**config.mk**
```make
export PLATFORM = sky130hd
export DESIGN_NAME = tt_um_micro_div_njp
export DESIGN_NICKNAME = d
export VERILOG_FILES = /design/src/rtl/micro_div_pkg.sv /design/src/rtl/micro_div_datapath.sv /design/src/rtl/tt_um_micro_div_njp.sv
export SDC_FILE = /design/constraint.sdc
export NUM_CORES = 1
export LEC_CHECK = 0
export CAP_MARGIN = 20
export CORE_MARGIN = 2
export CORE_UTILIZATION = 50
export CTS_CLUSTER_DIAMETER = 80
export DETAILED_ROUTE_END_ITERATION = 16
export GPL_TIMING_DRIVEN = 0
export MAX_ROUTING_LAYER = met4
export PLACE_DENSITY = 0.92
export SYNTH_ARGS = -nofsm -noshare
export SYNTH_HDL_FRONTEND = slang
export SYNTH_HIERARCHICAL = 1
export SYNTH_SLANG_ARGS = --single-unit
```
**constraint.sdc**
```tcl
create_clock -name clk -period 7.34 [get_ports clk]
set_clock_uncertainty 0.05 [all_clocks]
set_input_delay 0.734 -clock clk [delete_from_list [all_inputs] [get_ports clk]]
set_output_delay 0.734 -clock clk [all_outputs]
set_load 0.05 [all_outputs]
```
**src/rtl/micro_div_pkg.sv**
```systemverilog
// Shared types and constants for the micro restoring divider.
package micro_div_pkg;
  localparam int DIV_N = 4;

  typedef enum logic [1:0] {
    IDLE = 2'd0,
    ITER = 2'd1,
    DONE = 2'd2
  } state_e;

  localparam logic [7:0] UIO_OE   = 8'b0000_1110;
  localparam int         UIO_START = 0;
  localparam int         UIO_BUSY  = 1;
  localparam int         UIO_DONE  = 2;
  localparam int         UIO_DBZ   = 3;
endpackage

```
**src/rtl/micro_div_datapath.sv**
```systemverilog
// Operand, partial remainder and quotient registers plus the N+1-bit
// restoring subtract/compare step; result register is updated only on commit.
module micro_div_datapath #(
  parameter int W  = 4,
  parameter int CW = 2
) (
  input  logic            clk,
  input  logic            rst_n,
  input  logic            load,
  input  logic            step,
  input  logic            commit,
  input  logic            commit_dbz,
  input  logic [W-1:0]    a_in,
  input  logic [W-1:0]    b_in,
  input  logic [CW-1:0]   cnt,
  output logic [2*W-1:0]  result
);
  logic [W-1:0] a_q, b_q, q_q, q_nx;
  logic [W:0]   rem_q, rem_sh, rem_nx;

  always_comb begin
    rem_sh = {rem_q[W-1:0], a_q[cnt]};
    q_nx   = q_q;
    rem_nx = rem_sh;
    if (rem_sh >= {1'b0, b_q}) begin
      rem_nx    = rem_sh - {1'b0, b_q};
      q_nx[cnt] = 1'b1;
    end
  end

  always_ff @(posedge clk or negedge rst_n) begin
    if (!rst_n) begin
      a_q    <= '0;
      b_q    <= '0;
      q_q    <= '0;
      rem_q  <= '0;
      result <= '0;
    end else begin
      if (load) begin
        a_q   <= a_in;
        b_q   <= b_in;
        q_q   <= '0;
        rem_q <= '0;
      end else if (step) begin
        q_q   <= q_nx;
        rem_q <= rem_nx;
      end
      // Final remainder is < B (or == A when B=0), so the low W bits suffice.
      if (commit)          result <= {rem_nx[W-1:0], q_nx};
      else if (commit_dbz) result <= {a_in, {W{1'b1}}};
    end
  end
endmodule

```
**src/rtl/tt_um_micro_div_njp.sv**
```systemverilog
// Top: FSM + iteration counter around the restoring divider datapath.
// Optional macro MICRO_DIV_DBZ_EN short-circuits B=0 to a one-edge result.
module tt_um_micro_div_njp
  import micro_div_pkg::*;
#(
  parameter int N = DIV_N
) (
  input  logic       clk,
  input  logic       rst_n,
  input  logic       ena,
  input  logic [7:0] ui_in,
  output logic [7:0] uo_out,
  input  logic [7:0] uio_in,
  output logic [7:0] uio_out,
  output logic [7:0] uio_oe
);
  localparam int CW = $clog2(N);

  state_e        state;
  logic [CW-1:0] cnt;
  logic          busy, done, dbz_q;
  logic          start, load, step, commit, dbz_hit;
  logic          unused_uio;

  assign start      = uio_in[UIO_START];
  assign unused_uio = &{1'b0, uio_in[7:1]};
  assign load       = (state == IDLE) && ena && start;
  assign step       = (state == ITER);
  assign commit     = step && (cnt == '0);

`ifdef MICRO_DIV_DBZ_EN
  assign dbz_hit = (ui_in[7:4] == '0);
`else
  assign dbz_hit = 1'b0;
`endif

  always_ff @(posedge clk or negedge rst_n) begin
    if (!rst_n) begin
      state <= IDLE;
      cnt   <= '0;
      busy  <= 1'b0;
      done  <= 1'b0;
      dbz_q <= 1'b0;
    end else begin
      case (state)
        IDLE: if (load) begin
          cnt   <= CW'(N - 1);
          dbz_q <= dbz_hit;
          if (dbz_hit) begin
            state <= DONE;
            done  <= 1'b1;
          end else begin
            state <= ITER;
            busy  <= 1'b1;
          end
        end
        ITER: begin
          cnt <= cnt - 1'b1;
          if (cnt == '0) begin
            state <= DONE;
            busy  <= 1'b0;
            done  <= 1'b1;
          end
        end
        DONE: if (!start) begin
          state <= IDLE;
          done  <= 1'b0;
        end
        default: state <= IDLE;
      endcase
    end
  end

  micro_div_datapath #(.W(N), .CW(CW)) u_dp (
    .clk        (clk),
    .rst_n      (rst_n),
    .load       (load),
    .step       (step),
    .commit     (commit),
    .commit_dbz (load && dbz_hit),
    .a_in       (ui_in[3:0]),
    .b_in       (ui_in[7:4]),
    .cnt        (cnt),
    .result     (uo_out)
  );

  always_comb begin
    uio_out           = '0;
    uio_out[UIO_BUSY] = busy;
    uio_out[UIO_DONE] = done;
    uio_out[UIO_DBZ]  = dbz_q;
  end

  assign uio_oe = UIO_OE;
endmodule

```
==> results of run 1 <==
[worst reg2reg max path, stage by stage, from the launching register on]
cell       delay, ns
dfrtp_1         0.52
mux4_2          0.56
inv_1           0.07
ha_1            0.22
nand2b_2        0.21
a2111oi_4       0.46
o21ai_1         0.17
a311oi_1        0.28
[flip-flops by register name (all words and copies together) (netlist names)]
| register | cells |
|---|---|
| u_dp/result | 8 |
| u_dp/a_q | 4 |
| u_dp/b_q | 4 |
| u_dp/q_q | 4 |
| u_dp/rem_q | 4 |
| cnt | 2 |
| state | 2 |
| busy | 1 |
| done | 1 |
[layout by cell type, fill, tap and decap left out, drive strengths merged, types with 2 or more instances in the layout]
cell type	count
dfrtp	30
clkdlybuf4s50	21
buf	21
conb	16
clkbuf	13
nor2	12
nor2b	11
o21ai	9
inv	8
a21oi	8
a31oi	7
a211oi	6
ha	5
nor3	5
mux2	5
nand2	4
a41oi	4
nand3b	3
a311oi	3
or2	3
or3	2
a21o	2
nand2b	2
[metrics by stage]
step | worst slack, ns | util | total power [W] | std cells
finish | 4.70 | 0.642 | 0.00108 | 262
global route | 4.52 | 0.642 | 0.00116 | 262
CTS | 4.71 | 0.642 | 0.00108 | 262
detailed placement | 4.55 | 0.624 | 0.000966 | 254
global placement | 4.61 | 0.620 | 0.000940 | 253
floorplan | 4.92 | - | 0.000811 | 186
[routing by layer]
metal,up-vias,wire [um],GRT usage
met1,667,1520,0.253
met4,0,80,0.0889
met5,-,0,-
met3,10,208,0.0625
met2,47,1680,0.307
li1,674,-,-
[final timing paths]
| path | start | end | cells after the start |
|---|---|---|---|
| setup / recovery | cnt[0] | u_dp/rem_q[0] | 7 |
| hold / removal | u_dp/q_q[1] | u_dp/q_q[1] | 2 |
| setup reg to reg | cnt[0] | u_dp/rem_q[0] | 7 |
| hold reg to reg | u_dp/q_q[1] | u_dp/q_q[1] | 2 |
| max in group asynchronous | rst_n | u_dp/b_q[3] | 2 |
| min in group asynchronous | rst_n | u_dp/result[0] | 1 |
[power by group through the flow]
| stage | clock network (W) | logic, W | registers, W |
|---|---|---|---|
| 2_1_floorplan | 0 | 0.000455 | 0.000355 |
| 3_3_place_gp | 0 | 0.000638 | 0.000301 |
| 3_5_place_dp | 0 | 0.000660 | 0.000306 |
| 4_1_cts | 0.000107 | 0.000666 | 0.000302 |
| 5_1_grt | 0.000115 | 0.000729 | 0.000315 |
| 6_report | 0.000104 | 0.000670 | 0.000303 |
[cell families after synthesis]
kind of cell	count (synthesis)	share of synthesized area
multiplexers	7	0.0508
AND/OR/NAND/NOR	44	0.138
other	2	0.00430
XOR/XNOR	1	0.00501
AO/OA/AOI/OAI	48	0.211
adder cells (fa/ha/maj)	6	0.0472
buffers and inverters	34	0.114
flip-flops	30	0.429
[layout make-up]
| cell class | count | area share |
|---|---|---|
| Buffer | 26 | 0.0788 |
| Clock buffer | 7 | 0.0257 |
| Clock inverter | 1 | 0.00234 |
| Inverter | 8 | 0.0140 |
| Multi-Input combinational cell | 122 | 0.397 |
| Sequential cell | 30 | 0.350 |
| Tap cell | 46 | 0.0269 |
| Timing Repair Buffer | 22 | 0.105 |
==> impl_metrics.tcl, run 1 <==
set metrics [dict create \
    outcome "finished, final reports clean" \
    clock.fmax_mhz 379 \
    p_sw_w 0.000506 \
    hold_path_class "reg2reg" \
    clkSlewWorstSetupHoldPaths_ns 0.10 \
    synthToLayoutAreaGrowth_pct 22.6 \
    setup_viol 0 \
    hpwl_um 2560 \
    p_clk_frac 0.097 \
    seq_area_um2 751 \
    cpLargestDelayFamily "compound AO/OA/AOI/OAI gates" \
    fillers 269 \
    die_x_um 63.1 \
    start_kind "flip-flop" \
    combPwrFrac 0.622 \
    cts_hold_buf 0 \
    leakage_nw 0.934 \
    rsz0062_at_grt "false" \
    placementRows 21 \
    avgViaCountPerCell 5.34 \
    cts_setup_buffers 0 \
    ant_nets 0 \
    path_class "reg2reg" \
    grt_start_max_net_pins 19 \
    min_period_over_period 0.360 \
    vias 1398 \
    placed_area_um2 2080 \
    postLayoutCellArea_um2 2140 \
    synth_commonest_cells "dfrtp_1 (30), buf_4 (16), nor2_1 (12)" \
    synth_most_common_cell "dfrtp_1" \
    p_seq_frac 0.282 \
    path_buf_inv 1 \
    relSlewSlack 0.457 \
    core_area_um2 3340 \
    cp_slowest_cell "mux4_2" \
    critPathRequiredTime_ns 7.53 \
    worstSkewPairLatency_ns 0.33 \
    grt_overflow 0 \
    critPathMaxStageDelay_ns 0.56 \
    nets 240 \
    grt_pass1_wl_um 6120 \
    dieArea_um2 3980 \
    ys_types 46 \
    setup_tns_ns 0 \
    antenna_found_initial 0 \
    fin_crit_ns 2.64 \
    drc_errors 0 \
    worstPathArrival_ns 2.83 \
    grt_pass1_vias 1341 \
    cts_tree "done" \
    whs_ns 0.471 \
    synth_edf_count 0 \
    wl_per_cell_um 13.3 \
    grtUsageTotal 0.204 \
    io_pins 43 \
    cap_violations 0 \
    root_buffer "clkbuf_4" \
    syn_avg_cell_area_um2 10.2 \
    drt-initial-drc-count 56 \
    drt-pass1-iter-count 4 \
    synthCells 172 \
    cts_max_path_buffers 2 \
    power.internal_w 0.000571 \
    hold_violations 0 \
    drv_slew 0 \
    worst_pin_slew_ns 0.812 \
    antenna_cells 0 \
    peakVddDrop_mv 0.268 \
    gp_congestion 0.875 \
    synth_top_area_cell "dfrtp_1" \
    htreeDepth 2 \
    cts_buffers 5 \
    cts_resized 0 \
    cts_sinks 30 \
    synth_area_um2 1750 \
    crit_fanout 8 \
    initial_core_util 0.524 \
    ys_ff_latch 30 \
    endpoint_kind "flip-flop" \
    io_buffer_count 21 \
    power_per_cell_area_nw_per_um2 502 \
    multi_input_area_um2 851 \
    yosys_warnings 6 \
    swShare 0.470 \
    drive_gt1_frac 0.204 \
    synthFlopType "dfrtp_1" \
    die_height_um 63.1 \
    totalWireLength_um 3490 \
    async_flop_share 1.00 \
    synth_area_leaders "dfrtp_1 (43%), buf_4 (6.9%), ha_1 (3.6%), mux2_2 (3.2%), nor2b_1 (3.2%)" \
    r2r_slack_ns 4.70 \
    cp_cell_sequence "mux4_2, inv_1, ha_1, nand2b_2, a2111oi_4, o21ai_1, a311oi_1" \
    yosys.area.top_type_share 0.429 \
    seq_area_frac_synth 0.429 \
]
Power figures use the tool's default switching activity.
==> run 2, diff against run 1 <==
--- a/config.mk
+++ b/config.mk
@@ -7,12 +7,12 @@
 export LEC_CHECK = 0
 export CAP_MARGIN = 20
 export CORE_MARGIN = 2
-export CORE_UTILIZATION = 50
+export CORE_UTILIZATION = 44
 export CTS_CLUSTER_DIAMETER = 80
 export DETAILED_ROUTE_END_ITERATION = 16
 export GPL_TIMING_DRIVEN = 0
 export MAX_ROUTING_LAYER = met4
-export PLACE_DENSITY = 0.92
+export PLACE_DENSITY = 0.86
 export SYNTH_ARGS = -nofsm -noshare
 export SYNTH_HDL_FRONTEND = slang
 export SYNTH_HIERARCHICAL = 1
==> constraint.sdc (replaced) <==
create_clock -name clk -period 2.3 [get_ports clk]
set_clock_uncertainty 0.05 [all_clocks]
set_input_delay 0.23 -clock clk [delete_from_list [all_inputs] [get_ports clk]]
set_output_delay 0.23 -clock clk [all_outputs]
set_load 0.05 [all_outputs]
==> run 2 against run 1 <==
Total power rose to 3.9 times the previous value. Critical path depth increased by 1. Non-clock buffer count up 8. Critical path type unchanged. Sequential power rose to 3.3 times the previous value. Global-route usage decreased by 0.52 points. The run now ends with setup timing left. Routed wire length increased by 16%. Largest cell class unchanged.
==> impl_metrics.tcl, run 2 (synthesized netlist as in run 1, its figures left out) <==
set metrics [dict create \
    crit_fanout 5 \
    worstPathArrival_ns 2.52 \
    final_common_cell "dfrtp_1" \
    worstSkewPairLatency_ns 0.29 \
    fin_crit_ns 2.38 \
    layout_common_cells "dfrtp_1 (28), buf_4 (23), clkdlybuf4s50_1 (21), conb_1 (16), nor2_1 (12)" \
    final_util 0.636 \
    p_clk_frac 0.104 \
    p_seq_frac 0.236 \
    die_height_um 67.0 \
    path_class "reg2reg" \
    combPwrFrac 0.660 \
    htreeDepth 2 \
    cts_sinks 30 \
    cts_tree "done" \
    io_pins 43 \
    regMostFlops "u_dp/result" \
    cts_hold_buf 0 \
    drc_errors 0 \
    placementRows 22 \
    drt-initial-drc-count 101 \
    gp_congestion 0.854 \
    cts_max_path_buffers 2 \
    top_layer "met4" \
    hpwl_um 2590 \
    fin_ws_ns -0.0841 \
    hold_violations 0 \
    grt_start_max_net_pins 17 \
    relSlewSlack 0.481 \
    drt-pass1-iter-count 4 \
    root_buffer "clkbuf_8" \
    outcome "finished, violations left" \
    initial_core_util 0.467 \
    grt_pass1_vias 1372 \
    clkSlewWorstSetupHoldPaths_ns 0.06 \
    antenna_found_initial 0 \
    critPathRequiredTime_ns 2.44 \
    p_sw_w 0.00192 \
    met1_length_um 1730 \
    hold_path_class "in2async" \
    power_per_cell_area_nw_per_um2 1750 \
    seq_area_um2 753 \
    grtUsageTotal 0.198 \
    placed_area_um2 2110 \
    dieArea_um2 4490 \
    nets 248 \
    core_area_um2 3740 \
    cap_violations 0 \
    cts_buffers 5 \
    ant_nets 0 \
    totalWireLength_um 4060 \
    postLayoutCellArea_um2 2380 \
    swShare 0.458 \
    multi_input_area_um2 987 \
    worst_pin_slew_ns 0.776 \
    endpoint_kind "flip-flop" \
    start_kind "flip-flop" \
    layout.cells.non_filler 271 \
    largest_register_ffs 8 \
    r2r_slack_ns -0.08 \
    grt_overflow 0 \
    r2r_cells 8 \
    r2r-end "u_dp/rem_q[1]" \
    drv_slew 0 \
    min_period_over_period 1.04 \
    peakVddDrop_mv 0.647 \
    setup_viol 13 \
    wl_met3_um 143 \
    synthToLayoutAreaGrowth_pct 36.3 \
    leakage_nw 1.01 \
    antenna_cells 0 \
    power.total_w 0.00418 \
    wl_per_cell_um 15.0 \
    power.internal_w 0.00227 \
    route.met2.wl_um 2080 \
    grt_pass1_wl_um 6330 \
    whs_ns 0.342 \
    drive_gt1_frac 0.327 \
    io_buffer_count 21 \
    violations "setup timing" \
    placed_cells 256 \
    die_x_um 67.0 \
    rr_startpoint "cnt[0]" \
    vias 1418 \
    rsz0062_at_grt "true" \
    avgViaCountPerCell 5.23 \
    fillers 295 \
    clock.fmax_mhz 419 \
]
-- run 2: cell types whose count changed in the layout (fill, tap and decap cells not counted), moves of 3 or more --
cell      before  now
o21ai_1        3    0
a41oi_2        1    4
a31oi_4        0    3
buf_4         16   23
a41oi_1        3    0
a31oi_1        7    3
clkbuf_4       5    0
o21ai_2        0    3
clkbuf_8       1    6
-- run 2: cell type report --
cell class,count,area share
multi-input combinational,122,0.414
sequential,30,0.316
timing repair buffer,30,0.121
buffer,26,0.0741
clock buffer,7,0.0362
tap,48,0.0252
inverter,8,0.0126
-- run 2: power groups by stage --
stage	Sequential [W]	Clock, W	Combinational, W
after floorplan	0.00114	0	0.00153
after global placement	0.000969	0	0.00213
after detailed placement	0.000977	0	0.00218
after CTS	0.000968	0.000441	0.00243
after global routing	0.00101	0.000468	0.00294
final	0.000985	0.000436	0.00276
-- run 2: how the worst max path moves through the flow --
stage          startpoint  cells after the start  slack, ns              to
2_1_floorplan      cnt[0]                      8      0.009  u_dp/result[3]
3_3_place_gp       cnt[0]                      8      -0.15  u_dp/result[3]
3_5_place_dp       cnt[0]                      8      -0.16  u_dp/result[3]
4_1_cts            cnt[0]                      8      -0.05  u_dp/result[2]
5_1_grt            cnt[0]                      8      -0.15   u_dp/rem_q[1]
6_report           cnt[0]                      8      -0.08   u_dp/rem_q[1]
-- run 2: through the flow --
step                worst slack (ns)  TNS [ns]
finish                       -0.0841    -0.505
global route                  -0.152     -1.29
CTS                          -0.0529    -0.289
detailed placement            -0.156     -1.39
global placement              -0.148     -1.17
floorplan                    0.00918         0
-- run 2: worst max-delay path, cell delays in order (launching register included) --
cell and delay (ns):
dfrtp_2 0.38, mux4_2 0.53, inv_2 0.09, ha_4 0.19, nand2b_4 0.15, a2111oi_4 0.29
buf_4 0.21, o21ai_2 0.08, a311oi_2 0.30
-- run 2: per-layer routing --
layer / track usage / vias up
li1: - / 685
met1: 0.232 / 689
met2: 0.317 / 31
met3: 0.0625 / 13
met4: 0.0791 / 0
met5: - / -
-- run 2: what timing repair did --
item / in CTS / in global routing
gates cloned: 1 / 0
resized for setup: 10 / 12
buffers inserted: 3 / 4
setup endpoints to repair: 16 / 16
pin swaps: 9 / 6
endpoints found under the hold margin: 0 / 0
==> run 3, diff against run 2 <==
--- a/config.mk
+++ b/config.mk
@@ -12,7 +12,7 @@
 export DETAILED_ROUTE_END_ITERATION = 16
 export GPL_TIMING_DRIVEN = 0
 export MAX_ROUTING_LAYER = met4
-export PLACE_DENSITY = 0.86
+export PLACE_DENSITY_LB_ADDON = 0.25
 export SYNTH_ARGS = -nofsm -noshare
 export SYNTH_HDL_FRONTEND = slang
 export SYNTH_HIERARCHICAL = 1
==> run 3 against run 2 <==
The run still ends with setup timing left. Utilization is 0.80 points lower. Sequential cell count stayed put. Die area stayed put. Sequential power hardly changed. Clock power is 7.3% lower. Final cell count is 1.1% lower. Fmax is 2.4% higher. Hold slack worse by 0.041 ns. Routed wire length is 1.8% lower. Clock-buffer cell count is 1 higher. Global-route usage is 0.54 points lower. Largest cell class unchanged.
==> impl_metrics.tcl, run 3 (synthesized netlist as in run 1, its figures left out) <==
set metrics [dict create \
    r2r-end "u_dp/result[1]" \
    dieArea_um2 4490 \
    layout_common_cells "dfrtp_1 (28), clkdlybuf4s50_1 (21), buf_4 (19), conb_1 (16), nor2_1 (12)" \
    power.internal_w 0.00219 \
    nets 244 \
    clock.fmax_mhz 430 \
    p_seq_frac 0.241 \
    drv_slew 0 \
    grt_start_max_net_pins 20 \
    worstSkewPairLatency_ns 0.29 \
    swShare 0.464 \
    wl_per_cell_um 14.9 \
    totalWireLength_um 3990 \
    drive_gt1_frac 0.286 \
    leakage_nw 0.989 \
    cts_sinks 30 \
    io_buffer_count 21 \
    worst_pin_slew_ns 0.663 \
    p_clk_frac 0.099 \
    path_class "reg2reg" \
    drt-initial-drc-count 35 \
    cap_violations 0 \
    io_pins 43 \
    r2r_cells 8 \
    grt_pass1_wl_um 6260 \
    start_kind "flip-flop" \
    peakVddDrop_mv 0.870 \
    r2r_slack_ns -0.03 \
    power_per_cell_area_nw_per_um2 1740 \
    avgViaCountPerCell 5.29 \
    htreeDepth 2 \
    relSlewSlack 0.557 \
    setup_viol 7 \
    die_height_um 67.0 \
    cts_hold_buf 0 \
    ant_nets 0 \
    min_period_over_period 1.01 \
    die_x_um 67.0 \
    hold_violations 0 \
    outcome "finished, violations left" \
    layout.cells.non_filler 268 \
    vias 1419 \
    grt_overflow 0 \
    rr_startpoint "cnt[0]" \
    fin_crit_ns 2.33 \
    rsz0062_at_grt "true" \
    setup_tns_ns -0.114 \
    core_area_um2 3740 \
    grtUsageTotal 0.193 \
    fillers 330 \
    hold_path_class "in2async" \
    placed_cells 256 \
    regMostFlops "u_dp/result" \
    cts_max_path_buffers 2 \
    final_common_cell "dfrtp_1" \
    cp-startpoint "cnt[0]" \
    seq_area_um2 753 \
    grt_pass1_vias 1410 \
    drt-pass1-iter-count 4 \
    fin_ws_ns -0.0277 \
    hpwl_um 2770 \
    multi_input_area_um2 981 \
    antenna_found_initial 0 \
    cts_tree "done" \
    endpoint_kind "flip-flop" \
    initial_core_util 0.467 \
    endpoint "u_dp/result[1]" \
    gp_congestion 0.816 \
    crit_fanout 5 \
    largest_register_ffs 8 \
    worstPathArrival_ns 2.44 \
    pre_cts_slack_ns -0.178 \
    combPwrFrac 0.661 \
    critPathRequiredTime_ns 2.41 \
    placementRows 22 \
    antenna_cells 0 \
    drc_errors 0 \
    synthToLayoutAreaGrowth_pct 34.6 \
    cts_buffers 5 \
    clkSlewWorstSetupHoldPaths_ns 0.06 \
    p_sw_w 0.00190 \
    violations "setup timing" \
    root_buffer "clkbuf_8" \
]
## run 3: per-stage QoR
stage          hold WS, ns  instance area [um^2]  power [W]   util
3_3_place_gp         0.424                  2100    0.00309  0.560
5_1_grt              0.341                  2350    0.00435  0.628
4_1_cts              0.312                  2230    0.00366  0.595
3_5_place_dp         0.428                  2120    0.00319  0.567
2_1_floorplan       -0.116                  1830    0.00267      -
6_report             0.301                  2350    0.00409  0.628
## run 3: worst min-delay path by stage
stage | cells past startpoint | slack, ns | endpoint
floorplan | 0 | -0.12 | busy
global placement | 1 | 0.42 | u_dp/rem_q[3]
detailed placement | 1 | 0.43 | u_dp/rem_q[3]
CTS | 1 | 0.31 | u_dp/b_q[1]
global route | 1 | 0.34 | u_dp/b_q[1]
finish | 1 | 0.30 | u_dp/b_q[1]
## run 3: layer usage
| metal | track usage | share of wire |
|---|---|---|
| met5 | - | 0 |
| met4 | 0.0918 | 0.020 |
| met3 | 0.0490 | 0.047 |
| met2 | 0.300 | 0.49 |
| met1 | 0.235 | 0.44 |
## run 3: power by group through the flow
| stage | Combinational [W] | Clock, W | Sequential (W) |
|---|---|---|---|
| final | 0.00270 | 0.000404 | 0.000984 |
| after global routing | 0.00289 | 0.000435 | 0.00102 |
| after CTS | 0.00228 | 0.000416 | 0.000961 |
| after detailed placement | 0.00221 | 0 | 0.000979 |
| after global placement | 0.00212 | 0 | 0.000968 |
| after floorplan | 0.00153 | 0 | 0.00114 |
## run 3: critical path: stages, from the launching register on
cell      delay, ns
dfrtp_2        0.37
mux4_2         0.53
inv_2          0.08
ha_4           0.19
nand2b_4       0.15
a2111o_1       0.42
buf_6          0.17
a31oi_4        0.15
a21oi_1        0.09
## run 3: timing repair
action | CTS | global route
buffers inserted | 2 | 1
resized for setup | 2 | 18
cloned | 0 | 1
endpoints found under the setup margin | 16 | 14
pin swaps | 5 | 5
## run 3: layout make-up
cell class              instances  area share
multi-input cells             122       0.417
flip-flops and latches         30       0.320
repair buffers                 26       0.115
plain buffers                  26      0.0750
clock buffers                   8      0.0340
well taps                      48      0.0255
inverters                       8      0.0128
